$ cat src/rtl/clk_div_bank_if.sv
// clk_div_bank_if
//   Control and output bundle for the clock-divider bank.
//   Signals:
//     i_clk_en     [NUM_CH]           per-channel divider enable
//     i_div_ratio  [NUM_CH*RATIO_WD]  packed ratios, channel k at [k*RATIO_WD +: RATIO_WD]
//     i_ratio_load [NUM_CH]           single-cycle strobe capturing that channel's ratio slice
//     o_div_clk    [NUM_CH]           divided clock (reference clock when bypassed)
//     o_rise_tick  [NUM_CH]           one-cycle strobe in the cycle o_div_clk rises
//     o_ratio_busy [NUM_CH]           a loaded ratio waits for the next period boundary
//   Modports: master drives the controls, slave is the divider bank.
interface clk_div_bank_if #(
  parameter int NUM_CH   = 2,
  parameter int RATIO_WD = 8
);
  logic [NUM_CH-1:0]          i_clk_en;
  logic [NUM_CH*RATIO_WD-1:0] i_div_ratio;
  logic [NUM_CH-1:0]          i_ratio_load;
  logic [NUM_CH-1:0]          o_div_clk;
  logic [NUM_CH-1:0]          o_rise_tick;
  logic [NUM_CH-1:0]          o_ratio_busy;

  modport master (
    output i_clk_en, i_div_ratio, i_ratio_load,
    input  o_div_clk, o_rise_tick, o_ratio_busy
  );

  modport slave (
    input  i_clk_en, i_div_ratio, i_ratio_load,
    output o_div_clk, o_rise_tick, o_ratio_busy
  );
endinterface

$ cat src/rtl/clk_div_bank.sv
// clk_div_bank
//   NUM_CH independent, run-time reprogrammable integer dividers of i_ref_clk.
//   A new ratio is held in a shadow register and applied only at a period
//   boundary, so reprogramming never shortens a high or low phase.
//   Ports:
//     i_ref_clk  reference clock, all state on its rising edge
//     i_rst      asynchronous active-low reset
//     bus        clk_div_bank_if slave (enables, ratios, loads / clocks, ticks, busy)
module clk_div_bank #(
  parameter int NUM_CH   = 2,
  parameter int RATIO_WD = 8
) (
  input  logic          i_ref_clk,
  input  logic          i_rst,
  clk_div_bank_if.slave bus
);

  typedef enum logic {IDLE = 1'b0, RUN = 1'b1} state_e;

  localparam logic [RATIO_WD-1:0] MIN_RUN = RATIO_WD'(2);
  localparam logic [RATIO_WD:0]   ONE_W   = (RATIO_WD+1)'(1);

  logic [NUM_CH-1:0] div_clk_w;
  logic [NUM_CH-1:0] tick_w;
  logic [NUM_CH-1:0] busy_w;

  for (genvar k = 0; k < NUM_CH; k++) begin : g_ch
    state_e              state_q, state_d;
    logic [RATIO_WD-1:0] ratio_q, ratio_d;
    logic [RATIO_WD-1:0] shadow_q, shadow_d;
    logic [RATIO_WD-1:0] cnt_q, cnt_d;
    logic                busy_q, busy_d;
    logic                div_q, div_d;
    logic                tick_q, tick_d;

    logic [RATIO_WD-1:0] slice;
    logic                en, load, run, wrap;
    logic [RATIO_WD:0]   half, cnt_inc;

    assign slice = bus.i_div_ratio[k*RATIO_WD +: RATIO_WD];
    assign en    = bus.i_clk_en[k];
    assign load  = bus.i_ratio_load[k];
    assign run   = en && (ratio_q >= MIN_RUN);

    // One extra bit so R = 2^RATIO_WD-1 cannot overflow; odd ratios get
    // the longer phase high.
    assign half    = ({1'b0, ratio_q} + ONE_W) >> 1;
    assign cnt_inc = {1'b0, cnt_q} + ONE_W;
    assign wrap    = (cnt_inc == {1'b0, ratio_q});

    always_comb begin
      state_d  = state_q;
      ratio_d  = ratio_q;
      shadow_d = shadow_q;
      busy_d   = busy_q;
      cnt_d    = cnt_q;
      div_d    = div_q;
      tick_d   = 1'b0;
      case (state_q)
        IDLE: begin
          cnt_d = '0;
          div_d = 1'b0;
          // Nothing is running, so a load takes effect at once.
          if (load) ratio_d = slice;
          // First high phase starts on the very edge run is seen.
          if (run) begin
            state_d = RUN;
            div_d   = 1'b1;
            tick_d  = 1'b1;
          end
        end
        RUN: begin
          if (!en) begin
            // Abort: drop to bypass and settle any pending ratio.
            state_d = IDLE;
            cnt_d   = '0;
            div_d   = 1'b0;
            if (load)        ratio_d = slice;
            else if (busy_q) ratio_d = shadow_q;
            busy_d  = 1'b0;
          end else if (wrap) begin
            // Period boundary: the only place the active ratio may change.
            // A load arriving now is newer than the shadow and wins.
            if (load)        ratio_d = slice;
            else if (busy_q) ratio_d = shadow_q;
            busy_d = 1'b0;
            cnt_d  = '0;
            if (ratio_d >= MIN_RUN) begin
              div_d  = 1'b1;
              tick_d = 1'b1;
            end else begin
              state_d = IDLE;
              div_d   = 1'b0;
            end
          end else begin
            cnt_d = cnt_inc[RATIO_WD-1:0];
            div_d = (cnt_inc < half);
            if (load) begin
              shadow_d = slice;
              busy_d   = 1'b1;
            end
          end
        end
        default: state_d = IDLE;
      endcase
    end

    always_ff @(posedge i_ref_clk or negedge i_rst) begin
      if (!i_rst) begin
        state_q  <= IDLE;
        ratio_q  <= '0;
        shadow_q <= '0;
        busy_q   <= 1'b0;
        cnt_q    <= '0;
        div_q    <= 1'b0;
        tick_q   <= 1'b0;
      end else begin
        state_q  <= state_d;
        ratio_q  <= ratio_d;
        shadow_q <= shadow_d;
        busy_q   <= busy_d;
        cnt_q    <= cnt_d;
        div_q    <= div_d;
        tick_q   <= tick_d;
      end
    end

    // Bypass is a plain mux onto the reference clock.
    assign div_clk_w[k] = run ? div_q : i_ref_clk;
    assign tick_w[k]    = tick_q;
    assign busy_w[k]    = busy_q;
  end

  assign bus.o_div_clk    = div_clk_w;
  assign bus.o_rise_tick  = tick_w;
  assign bus.o_ratio_busy = busy_w;

endmodule

$ cat src/flat_wrapper.sv
// flat-port wrapper written by rule: the top's interface ports become plain ports
module clk_div_bank_flat 
#(
  parameter int NUM_CH   = 2,
  parameter int RATIO_WD = 8
)
  (i_ref_clk, i_rst, bus_i_clk_en, bus_i_div_ratio, bus_i_ratio_load, bus_o_div_clk, bus_o_rise_tick, bus_o_ratio_busy);
  clk_div_bank_if #(.NUM_CH(NUM_CH), .RATIO_WD(RATIO_WD)) bus_i ();
  input  logic i_ref_clk;
  input  logic i_rst;
  input wire logic [$bits(bus_i.i_clk_en)-1:0] bus_i_clk_en;
  input wire logic [$bits(bus_i.i_div_ratio)-1:0] bus_i_div_ratio;
  input wire logic [$bits(bus_i.i_ratio_load)-1:0] bus_i_ratio_load;
  output wire logic [$bits(bus_i.o_div_clk)-1:0] bus_o_div_clk;
  output wire logic [$bits(bus_i.o_rise_tick)-1:0] bus_o_rise_tick;
  output wire logic [$bits(bus_i.o_ratio_busy)-1:0] bus_o_ratio_busy;
  assign bus_i.i_clk_en = bus_i_clk_en;
  assign bus_i.i_div_ratio = bus_i_div_ratio;
  assign bus_i.i_ratio_load = bus_i_ratio_load;
  assign bus_o_div_clk = bus_i.o_div_clk;
  assign bus_o_rise_tick = bus_i.o_rise_tick;
  assign bus_o_ratio_busy = bus_i.o_ratio_busy;
  clk_div_bank #(.NUM_CH(NUM_CH), .RATIO_WD(RATIO_WD)) u_core (.i_ref_clk(i_ref_clk), .i_rst(i_rst), .bus(bus_i));
endmodule
$ cat config.mk
export PLATFORM = sky130hd
export DESIGN_NAME = clk_div_bank_flat
export DESIGN_NICKNAME = d
export VERILOG_FILES = /design/src/rtl/clk_div_bank_if.sv /design/src/rtl/clk_div_bank.sv /design/src/flat_wrapper.sv
export SDC_FILE = /design/constraint.sdc
export NUM_CORES = 1
export LEC_CHECK = 0
export ABC_AREA = 1
export BUFFER_PORTS_ARGS = -buffer_cell sky130_fd_sc_hd__buf_2
export CAP_MARGIN = 20
export CORE_MARGIN = 1.5
export CORE_UTILIZATION = 35
export CTS_BUF_LIST = sky130_fd_sc_hd__clkbuf_16
export DETAILED_ROUTE_END_ITERATION = 8
export GPL_TIMING_DRIVEN = 0
export PLACE_DENSITY_LB_ADDON = 0.15
export SYNTH_ARGS = -nofsm -noshare
export SYNTH_HDL_FRONTEND = slang
export SYNTH_SLANG_ARGS = --single-unit
$ cat constraint.sdc
create_clock -name i_ref_clk -period 2.9 [get_ports i_ref_clk]
set_input_delay 0.58 -clock i_ref_clk [delete_from_list [all_inputs] [get_ports i_ref_clk]]
set_output_delay 0.58 -clock i_ref_clk [all_outputs]
set_load 0.1 [all_outputs]
Yosys cells after proc, flatten, opt, wreduce, memory -nomap -nowiden
Cells that the tools add are included.
{"block": "op_classes", "n_lt_le_gt_ge": 6, "bitwise": 4, "n_eq_ne": 8, "mux": 54, "n_addsub": 4, "n_reduce_logical": 8}
{"operator": "$mux 8", "count": 20}
{"operator": "$pmux 8 s2", "count": 4}
{"operator": "$add 8x1->9 const B", "count": 4}
{"operator": "$ge 8x2->1 const B", "count": 4}
{"operator": "$mux 1", "count": 24}
{"operator": "$eq 9x8->1", "count": 2}
{"operator": "$lt 9x8->1", "count": 2}
{"operator": "$pmux 1 s2", "count": 6}
{"operator": "$reduce_and 2->1", "count": 4}
{"operator": "$reduce_and 4->1", "count": 2}
{"operator": "$ne 3x1->1 const B", "count": 2}
{"operator": "$ne 3x3->1 const B", "count": 2}
{"operator": "$ne 2x2->1 const B", "count": 2}
{"operator": "$not 1->1", "count": 4}
{"operator": "$logic_and 1x1->1", "count": 2}
{"block": "word_totals", "in_bits": 22, "regBits": 56, "out_inout_bits": 6, "elab_cells": 98}

Depth between registers and ports, before layout
{"block": "logic_depth", "depth_word": 10, "depth_mapped": 15, "depth_no_buf": 15}

==> run_summary.xml <==
<?xml version="1.0" encoding="UTF-8"?>
<metrics>
  <group name="run">
    <metric name="cap_violations" unit="">0</metric>
  </group>
  <group name="floorplan">
    <metric name="floorplan.core_area" unit="sq um">11900</metric>
    <metric name="floorplan.initialDensity" unit="%">35.7</metric>
    <metric name="fp-row-count" unit="">40</metric>
    <metric name="floorplan_die_area" unit="sq um">12800</metric>
    <metric name="fp.dieH" unit="um">113</metric>
    <metric name="io_pins" unit="">28</metric>
    <metric name="die_x" unit="um">113</metric>
  </group>
  <group name="sta">
    <metric name="report.final.hold_viol_count" unit="">0</metric>
    <metric name="final_max_slew_viol_count" unit="">0</metric>
    <metric name="worst_slew_pin_slew" unit="ps">561</metric>
    <metric name="grt_setup_unrepaired" unit="">no</metric>
    <metric name="setup_violations" unit="">0</metric>
    <metric name="final_total_negative_setup_slack" unit="ps">0</metric>
    <metric name="final_critical_path_setup_slack" unit="ps">135</metric>
    <metric name="slew-limit-headroom" unit="%">62.6</metric>
    <metric name="skew" unit="ps">8.73</metric>
    <metric name="fin_hold_ws" unit="ps">244</metric>
  </group>
  <group name="critical_path">
    <metric name="max_stage_delay" unit="ps">290</metric>
    <metric name="path_class" unit="">clk2out</metric>
    <metric name="worstPathRequired" unit="ps">2320</metric>
    <metric name="critPathCaptureType" unit="">primary output</metric>
    <metric name="critPathLaunchType" unit="">clock port</metric>
    <metric name="path_delay_family" unit="">buffers and inverters</metric>
    <metric name="worst-endpoint-arrival" unit="ps">2180</metric>
    <metric name="crit_top_cell" unit="">sky130_fd_sc_hd__clkbuf_16</metric>
    <metric name="path_cells" unit="">clkbuf_16, clkbuf_16, inv_1, a21oi_2, clkbuf_4</metric>
    <metric name="cpMaxStageDelayCell" unit="">sky130_fd_sc_hd__clkbuf_4</metric>
    <metric name="timing.critical_path.fanout_max" unit="">10</metric>
    <metric name="critical_path_buf_inv_count" unit="">4</metric>
  </group>
  <group name="final_layout">
    <metric name="layoutNonFillerInstCount" unit="">800</metric>
    <metric name="synthToLayoutAreaGrowth" unit="%">16.0</metric>
    <metric name="final_nets" unit="">690</metric>
    <metric name="num-fill-cells" unit="">1262</metric>
    <metric name="layout_cell_share_with_drive_strength_beyond_1" unit="%">15.3</metric>
    <metric name="postLayoutCoreUtil" unit="%">41.4</metric>
    <metric name="diodes" unit="">0</metric>
  </group>
  <group name="drt">
    <metric name="vias" unit="">3953</metric>
    <metric name="drt-met1-wl" unit="um">5550</metric>
    <metric name="drc" unit="">0</metric>
    <metric name="dr.first_iter.drc_count" unit="">213</metric>
    <metric name="post_route_wl" unit="um">10600</metric>
    <metric name="first_pass_iters" unit="">5</metric>
    <metric name="antenna_left" unit="">0</metric>
    <metric name="routed.top_layer" unit="">met4</metric>
    <metric name="vias_per_cell" unit="">4.94</metric>
    <metric name="drt-wirelength-per-cell" unit="um">13.2</metric>
    <metric name="dr_wl_met2" unit="um">4610</metric>
    <metric name="met3_length" unit="um">312</metric>
  </group>
  <group name="logic_synthesis">
    <metric name="synth_seq_area_share" unit="%">33.0</metric>
    <metric name="netlist_top_cells_area" unit="">sky130_fd_sc_hd__dfrtp_1 33%, sky130_fd_sc_hd__nand2_1 19%, sky130_fd_sc_hd__ha_1 5.9%, sky130_fd_sc_hd__inv_1 5.7%, sky130_fd_sc_hd__nand3_1 5.3%</metric>
    <metric name="postSynthAreaPerCell" unit="sq um">6.99</metric>
    <metric name="synth_seq_cells" unit="">56</metric>
    <metric name="synthDistinctLibCells" unit="">33</metric>
    <metric name="syn-instance-count" unit="">608</metric>
    <metric name="yosysTopAreaCellShare" unit="%">33.0</metric>
    <metric name="synth_top_area_cell" unit="">sky130_fd_sc_hd__dfrtp_1</metric>
    <metric name="yosysWarnings" unit="">0</metric>
    <metric name="synth.cell_area" unit="sq um">4250</metric>
    <metric name="mappedNetlistNets" unit="">650</metric>
  </group>
  <group name="power_and_ir_drop">
    <metric name="seq_power_share" unit="%">28.2</metric>
    <metric name="power.net_switching" unit="uW">2250</metric>
    <metric name="ratio_of_total_power_to_cell_area" unit="nW/um^2">974</metric>
    <metric name="power.leakage" unit="uW">0.00264</metric>
    <metric name="p_comb_share" unit="%">44.1</metric>
    <metric name="share_clk_of_total_power" unit="%">27.7</metric>
    <metric name="intPower" unit="uW">2550</metric>
    <metric name="power.ir.vdd_worst" unit="mV">1.10</metric>
    <metric name="switching_share" unit="%">46.9</metric>
  </group>
  <group name="min_path">
    <metric name="worst_min_path_class" unit="">in2async</metric>
  </group>
  <group name="placed_design">
    <metric name="preCtsSetupSlack" unit="ps">272</metric>
    <metric name="detailed_place_hpwl" unit="um">8030</metric>
    <metric name="buffer_ports.inserted" unit="">27</metric>
    <metric name="place.detailed.instances" unit="">783</metric>
    <metric name="place.gp.congestion" unit="">0.876</metric>
  </group>
  <group name="global_routing">
    <metric name="track_usage" unit="%">17.8</metric>
    <metric name="grt_overflow_total" unit="">0</metric>
    <metric name="global_route_wire_length_before_repair" unit="um">18300</metric>
    <metric name="grt_antenna_before_repair" unit="">0</metric>
    <metric name="first_global_vias" unit="">3816</metric>
    <metric name="grt_start_max_net_pins" unit="">34</metric>
  </group>
  <group name="clock_network">
    <metric name="cts-root-to-sink-buffers" unit="">2</metric>
    <metric name="cts.root.buffer_cell" unit="">sky130_fd_sc_hd__clkbuf_16</metric>
    <metric name="tritoncts_clock_tree" unit="">done</metric>
    <metric name="cts_htree_levels" unit="">3</metric>
    <metric name="clk-insertion-delay-late" unit="ps">330</metric>
    <metric name="quantity_of_hold_fixing_buffers_added_after_cts" unit="">0</metric>
    <metric name="numCtsBuffers" unit="">9</metric>
    <metric name="clkTransAtPathRegs" unit="ps">50</metric>
  </group>
  <group name="run_status">
    <metric name="status" unit="">completed</metric>
  </group>
</metrics>
metrics by stage:
stage,instance area [sq um],total power (uW)
after floorplan,4260,3130
after detailed placement,4590,3660
after CTS,4920,4830
after global placement,4570,3620
after global routing,4930,5230
final,4930,4800
cell type report:
type / instances / area, sq um / share of cell area (%)
plain buffers: 19 / 120 / 2.44
clock buffers: 14 / 315 / 6.40
clock inverters: 6 / 30.0 / 0.610
inverters: 68 / 255 / 5.18
multi-input cells: 464 / 2470 / 50.2
flip-flops and latches: 56 / 1400 / 28.4
well taps: 147 / 184 / 3.73
repair buffers: 26 / 145 / 2.95
cells by family after synthesis:
family,count (synthesis),synth area share [%]
compound gates,56,7.10
xor+xnor,14,2.89
fa+ha+maj,20,5.89
buf+inv,88,8.92
flops,56,33.0
mux,4,0.943
simple gates,370,41.3
path summary, 6_finish.rpt:
kind	start	end	slack, ps	depth (start not counted)
worst max-delay path	i_ref_clk	bus_o_div_clk[0]	140	5
worst min-delay path	i_rst	u_core.g_ch[0].shadow_q[7]	240	1
worst max register to register	u_core.g_ch[1].ratio_q[1]	u_core.g_ch[1].div_q	490	13
worst min register to register	u_core.g_ch[1].shadow_q[6]	u_core.g_ch[1].shadow_q[6]	470	2
max in group asynchronous	i_rst	u_core.g_ch[1].cnt_q[2]	2080	2
min in group i_ref_clk	u_core.g_ch[1].shadow_q[6]	u_core.g_ch[1].shadow_q[6]	470	2
power groups by stage:
stage | combinational, uW | sequential [uW] | clock (uW)
5_1_grt | 2420 | 1400 | 1410
4_1_cts | 2120 | 1350 | 1360
2_1_floorplan | 1670 | 1280 | 180
3_5_place_dp | 2110 | 1360 | 195
3_3_place_gp | 2070 | 1350 | 195
6_report | 2110 | 1350 | 1330
layer usage:
layer / GRT usage (%) / vias to the layer above
li1: - / 2047
met1: 25.5 / 1840
met2: 27.1 / 59
met3: 3.48 / 7
met4: 5.33 / 0
met5: 0 / -
state kept, by name, indices dropped and copies added, names as in the netlist:
register,count
u_core.g_ch.busy_q,2
u_core.g_ch.cnt_q,16
u_core.g_ch.div_q,2
u_core.g_ch.ratio_q,16
u_core.g_ch.shadow_q,16
u_core.g_ch.state_q,2
u_core.g_ch.tick_q,2
synth_stat cells (all sizes together):
cell / number
nand2: 234
inv: 69
dfrtp: 56
nand3: 56
nor2: 45
nand4: 28
o21ai: 24
a21oi: 23
ha: 20
xor2: 11
buf: 10
clkbuf: 9
nor3: 6
mux2i: 4
o21a: 4
xnor2: 3
o211ai: 2
o21bai: 2
a31oi: 1
nand3b: 1
layout by cell type, fill, tap and decap left out, types with 3 or more instances in the layout:
cell type / count
sky130_fd_sc_hd__a21oi_1: 21
sky130_fd_sc_hd__buf_2: 27
sky130_fd_sc_hd__buf_4: 5
sky130_fd_sc_hd__clkbuf_1: 8
sky130_fd_sc_hd__clkbuf_16: 12
sky130_fd_sc_hd__dfrtp_1: 56
sky130_fd_sc_hd__ha_1: 20
sky130_fd_sc_hd__inv_1: 66
sky130_fd_sc_hd__inv_2: 4
sky130_fd_sc_hd__mux2i_1: 4
sky130_fd_sc_hd__nand2_1: 216
sky130_fd_sc_hd__nand2_2: 15
sky130_fd_sc_hd__nand2_4: 3
sky130_fd_sc_hd__nand3_1: 45
sky130_fd_sc_hd__nand3_2: 8
sky130_fd_sc_hd__nand3_4: 3
sky130_fd_sc_hd__nand4_1: 28
sky130_fd_sc_hd__nor2_1: 34
sky130_fd_sc_hd__nor2_2: 5
sky130_fd_sc_hd__nor2_4: 4
sky130_fd_sc_hd__nor3_1: 6
sky130_fd_sc_hd__o21a_1: 4
sky130_fd_sc_hd__o21ai_0: 22
sky130_fd_sc_hd__xnor2_1: 3
sky130_fd_sc_hd__xor2_1: 11
what timing repair did:
item,4_1_cts,5_1_grt
gates resized for setup,1,2
buffers inserted,0,0
endpoints found under the setup margin,1,2
No activity file was read; power rests on OpenSTA's default activity.
